==> src/rtl/sobel_gradient.sv <==
// 3x3 Sobel gradient stage: slides a window over incoming pixel columns and
// emits signed gx/gy with line/frame markers through a single output register.
module sobel_gradient #(
   parameter int IMG_WIDTH  = 64,
   parameter int IMG_HEIGHT = 64
) (
   input  logic        clk,
   input  logic        rst_n,
   input  logic        in_valid,
   output logic        in_ready,
   input  logic [7:0]  in_top,
   input  logic [7:0]  in_mid,
   input  logic [7:0]  in_bot,
   input  logic        in_sof,
   output logic        out_valid,
   input  logic        out_ready,
   output logic [10:0] gx,
   output logic [10:0] gy,
   output logic        out_eol,
   output logic        out_eof
);

   localparam int LINES = IMG_HEIGHT - 2;
   localparam int CW    = (IMG_WIDTH > 2) ? $clog2(IMG_WIDTH) : 2;
   localparam int RW    = (LINES > 1) ? $clog2(LINES) : 1;
   localparam logic [CW-1:0] ColLast     = CW'(IMG_WIDTH - 1);
   localparam logic [CW-1:0] ColFirstOut = CW'(2);
   localparam logic [RW-1:0] RowLast     = RW'(LINES - 1);

   logic [23:0]   leftCol_q, centreCol_q, rightCol_q;
   logic [23:0]   leftCol_d, centreCol_d, rightCol_d;
   logic [CW-1:0] colCnt_q, colCnt_d;
   logic [RW-1:0] rowCnt_q, rowCnt_d;
   logic          outValid_q, outValid_d;
   logic [10:0]   gx_q, gx_d, gy_q, gy_d;
   logic          eol_q, eol_d, eof_q, eof_d;

   logic          accept, load, colLastHit, rowLastHit;
   logic [CW-1:0] colEff;
   logic [RW-1:0] rowEff;
   logic [23:0]   newCol;
   logic [9:0]    leftSum, rightSum, topSum, botSum;

   assign in_ready  = !outValid_q || out_ready;
   assign out_valid = outValid_q;
   assign gx        = gx_q;
   assign gy        = gy_q;
   assign out_eol   = eol_q;
   assign out_eof   = eof_q;

   // Column layout is {top, mid, bot}; the new column becomes the window's right edge.
   always_comb begin
      accept     = in_valid && in_ready;
      colEff     = in_sof ? '0 : colCnt_q;
      rowEff     = in_sof ? '0 : rowCnt_q;
      colLastHit = (colEff == ColLast);
      rowLastHit = (rowEff == RowLast);
      load       = accept && (colEff >= ColFirstOut);
      newCol     = {in_top, in_mid, in_bot};

      leftSum  = {2'b00, centreCol_q[23:16]} + {1'b0, centreCol_q[15:8], 1'b0}
               + {2'b00, centreCol_q[7:0]};
      rightSum = {2'b00, newCol[23:16]} + {1'b0, newCol[15:8], 1'b0}
               + {2'b00, newCol[7:0]};
      topSum   = {2'b00, centreCol_q[23:16]} + {1'b0, rightCol_q[23:16], 1'b0}
               + {2'b00, newCol[23:16]};
      botSum   = {2'b00, centreCol_q[7:0]} + {1'b0, rightCol_q[7:0], 1'b0}
               + {2'b00, newCol[7:0]};

      leftCol_d   = leftCol_q;
      centreCol_d = centreCol_q;
      rightCol_d  = rightCol_q;
      colCnt_d    = colCnt_q;
      rowCnt_d    = rowCnt_q;
      if (accept) begin
         leftCol_d   = centreCol_q;
         centreCol_d = rightCol_q;
         rightCol_d  = newCol;
         if (colLastHit) begin
            colCnt_d = '0;
            rowCnt_d = rowLastHit ? '0 : rowEff + 1'b1;
         end else begin
            colCnt_d = colEff + 1'b1;
            rowCnt_d = rowEff;
         end
      end

      gx_d  = gx_q;
      gy_d  = gy_q;
      eol_d = eol_q;
      eof_d = eof_q;
      if (load) begin
         gx_d  = {1'b0, rightSum} - {1'b0, leftSum};
         gy_d  = {1'b0, topSum} - {1'b0, botSum};
         eol_d = colLastHit;
         eof_d = colLastHit && rowLastHit;
      end

      if (load)
         outValid_d = 1'b1;
      else if (out_ready)
         outValid_d = 1'b0;
      else
         outValid_d = outValid_q;
   end

   // All window, counter and output state clears asynchronously.
   always_ff @(posedge clk or negedge rst_n) begin
      if (!rst_n) begin
         leftCol_q   <= '0;
         centreCol_q <= '0;
         rightCol_q  <= '0;
         colCnt_q    <= '0;
         rowCnt_q    <= '0;
         outValid_q  <= 1'b0;
         gx_q        <= '0;
         gy_q        <= '0;
         eol_q       <= 1'b0;
         eof_q       <= 1'b0;
      end else begin
         leftCol_q   <= leftCol_d;
         centreCol_q <= centreCol_d;
         rightCol_q  <= rightCol_d;
         colCnt_q    <= colCnt_d;
         rowCnt_q    <= rowCnt_d;
         outValid_q  <= outValid_d;
         gx_q        <= gx_d;
         gy_q        <= gy_d;
         eol_q       <= eol_d;
         eof_q       <= eof_d;
      end
   end

endmodule

==> config.mk <==
export PLATFORM = sky130hd
export DESIGN_NAME = sobel_gradient
export DESIGN_NICKNAME = d
export VERILOG_FILES = /design/src/rtl/sobel_gradient.sv
export SDC_FILE = /design/constraint.sdc
export NUM_CORES = 1
export LEC_CHECK = 0
export ABC_AREA = 1
export ABC_CLOCK_PERIOD_IN_PS = 4560
export BUFFER_PORTS_ARGS = -buffer_cell sky130_fd_sc_hd__buf_2
export CAP_MARGIN = 30
export CELL_PAD_IN_SITES_DETAIL_PLACEMENT = 0
export CELL_PAD_IN_SITES_GLOBAL_PLACEMENT = 2
export CORE_MARGIN = 2
export CORE_UTILIZATION = 41
export CTS_BUF_LIST = sky130_fd_sc_hd__clkbuf_8
export CTS_CLUSTER_SIZE = 28
export DETAILED_ROUTE_END_ITERATION = 8
export GPL_ROUTABILITY_DRIVEN = 1
export PLACE_DENSITY_LB_ADDON = 0.1
export SYNTH_ARGS = -nofsm -noshare
export SYNTH_HDL_FRONTEND = slang
export SYNTH_SLANG_ARGS = --single-unit
==> constraint.sdc <==
create_clock -name clk -period 4.56 [get_ports clk]
set_input_delay 0 -clock clk [delete_from_list [all_inputs] [get_ports clk]]
set_output_delay 0 -clock clk [all_outputs]
set_load 0.01 [all_outputs]
==> results.json <==
{
  "status": "finished clean",
  "path_cells": "inv_1 -> fa_1 -> fa_1 -> inv_1 -> fa_1 -> inv_1 -> ha_1 -> a21oi_1 -> nand2_1 -> nand2_1 -> nand2_1 -> nand2_1 -> nand2_1 -> nand2_1 -> nand2_1",
  "slowest_delay_ns": 0.54,
  "reg2reg_from": "centreCol_q[3]",
  "dp_cells": 936,
  "cp-start-kind": "flop",
  "wl_um": 13000,
  "grt_pass1_wl_um": 23100,
  "reg2reg_setup_slack_ns": 1.28,
  "antenna_found_initial": 0,
  "cp-end-kind": "flop",
  "synthToLayoutAreaGrowth_pct": 15.0,
  "vias": 4481,
  "clk_latency_ns": 0.39,
  "avgSynthCellArea_um2": 8.47,
  "synth_fp_nets": 832,
  "cts_root_buf": "clkbuf_8",
  "ios": 55,
  "finalHoldViolCount": 0,
  "numCtsBuffers": 9,
  "fp.dieW_um": 125,
  "vias_per_cell": 4.58,
  "clock.fmax_ghz": 0.305,
  "drt_iter0_drc": 182,
  "wl_per_cell_um": 13.3,
  "max_slew_margin_pct": 51.8,
  "netlist_area_mm2": 0.00604,
  "rr_endpoint": "gy[6]",
  "setup_viol": 0,
  "crit_type": "reg -> reg",
  "slew_violations": 0,
  "min_period_ns": 3.28,
  "ys_warn_count": 0,
  "yosys-top-cells-count": "198 x nand2_1, 174 x inv_1, 85 x dfrtp_1",
  "cp_max_fo": 4,
  "setup_tns_ns": 0,
  "synth_top_area_share_pct": 35.2,
  "worstHoldPathType": "in -> async",
  "post_cts_buffers": 0,
  "skew_ns": 0.0108,
  "cp_num_buf_inv": 3,
  "maxCapViolations": 0,
  "clock-sinks": 85,
  "crit_slowest_cell": "fa_1",
  "grt_pass1_vias": 4672,
  "htree_levels": 3,
  "cp.arrival_ns": 3.55,
  "ctsLongestPathBuffers": 2,
  "cp_top_family": "adder cells",
  "synth_cells": 713,
  "num_antenna_cells": 0,
  "rsz0062_at_grt": "no",
  "crit_path_frequent_cell": "nand2_1",
  "ys_top_cells_by_area": "dfrtp_1 35%, fa_1 21%, nand2_1 12%, inv_1 11%, ha_1 5.8%",
  "start_util_pct": 41.7,
  "grt_max_degree": 80,
  "worst_pin_slew_ns": 0.723,
  "clkTransAtPathRegs_ns": 0.10,
  "core.rowCount": 44,
  "synth_seq_area_share_pct": 35.2,
  "min_period_over_period_pct": 71.9,
  "synth_seq_cells": 85,
  "layout-drive-gt1-share_pct": 11.0,
  "synth_top_cell_by_area": "dfrtp_1",
  "grt_usage_pct": 18.6,
  "ys_async_sr_fraction_pct": 100,
  "dpl.hpwl_um": 9750,
  "dieArea_mm2": 0.0157,
  "synth_edf_count": 0,
  "instances_no_fill": 978,
  "synth-main-ff-cell": "dfrtp_1",
  "fin_nets": 908,
  "core_mm2": 0.0145,
  "r2r_cells": 15,
  "crit_required_ns": 4.83,
  "startpoint": "centreCol_q[3]",
  "ant_nets": 0,
  "grt_overflow_total": 0,
  "synth_most_common_cell": "nand2_1",
  "synth.distinct_cells": 29,
  "cts_tree": "yes",
  "gp_congestion": 0.786,
  "die_h_um": 125,
  "drc_errors": 0,
  "numPortBuffers": 54,
  "dr.pass1.iters": 4
}
[flip-flops by register name (all words and copies together) (netlist names)]
name	cells
gx	11
gy	11
out_eof	1
rightCol_q	24
colCnt_q	6
rowCnt_q	6
out_eol	1
out_valid	1
centreCol_q	24
[logic make-up (layout without fill, tap and decap cells)]
logic type	Yosys count	after routing	synth area share (%)
AOI/OAI and AO/OA	69	69	5.80
xor gates and xnor gates	9	9	1.31
adders and majority gates	90	90	26.4
buffers and inverters	196	277	12.9
DFF	85	85	35.2
and+or+nand+nor	264	264	18.4
[cells in the final DEF, fill, tap and decap left out, drive strengths merged]
cell,count
nand2,201
a21oi,11
o22ai,2
o21ai,55
inv,180
dfrtp,85
xor2,5
xnor2,4
nand3,26
dlygate4sd3,26
nand4,5
clkinvlp,1
buf,56
nand3b,8
ha,28
bufinv,2
nor3,1
clkbuf,10
o211ai,1
fa,62
clkinv,2
nor2,23
[worst max path at each step]
| stage | to | slack [ns] | depth (start not counted) |
|---|---|---|---|
| after global placement | gy[7] | 1.31 | 14 |
| after floorplan | gy[7] | 1.48 | 14 |
| after detailed placement | gx[7] | 1.28 | 14 |
| after global routing | gx[7] | 0.99 | 17 |
| after CTS | gy[7] | 1.27 | 14 |
| final | gy[6] | 1.28 | 15 |
[per-layer routing]
layer  routed length [um]  global-route usage [%]
met5                    0                       0
met1                 6210                    24.5
met3                  316                    2.78
met2                 6260                    31.4
met4                  223                    6.54
[area by class of cell]
cell class / count / area (um^2)
clock buffers: 10 / 138
clock inverters: 6 / 93.8
fillers: 1491 / 7530
inverters: 179 / 674
multi-input cells: 432 / 3130
flip-flops and latches: 85 / 2130
well taps: 184 / 230
repair buffers: 82 / 548
[metrics by stage]
stage / setup slack, ns / utilization [%] / instance area [um^2] / hold WS [ns]
floorplan: 1.48 / - / 6040 / -0.296
global placement: 1.31 / 44.6 / 6450 / 0.0346
detailed placement: 1.28 / 44.6 / 6450 / 0.0521
CTS: 1.27 / 48.0 / 6950 / 0.147
global route: 0.992 / 48.0 / 6950 / 0.171
finish: 1.28 / 48.0 / 6950 / 0.155
[repair_timing]
action,CTS,global route
hold buffers,26,0
hold endpoints to repair,66,0
resized for setup,0,0
Power is left out: the tool's default activity adds up to more than one toggle a clock period on the data nets, which glitch-free logic cannot reach.
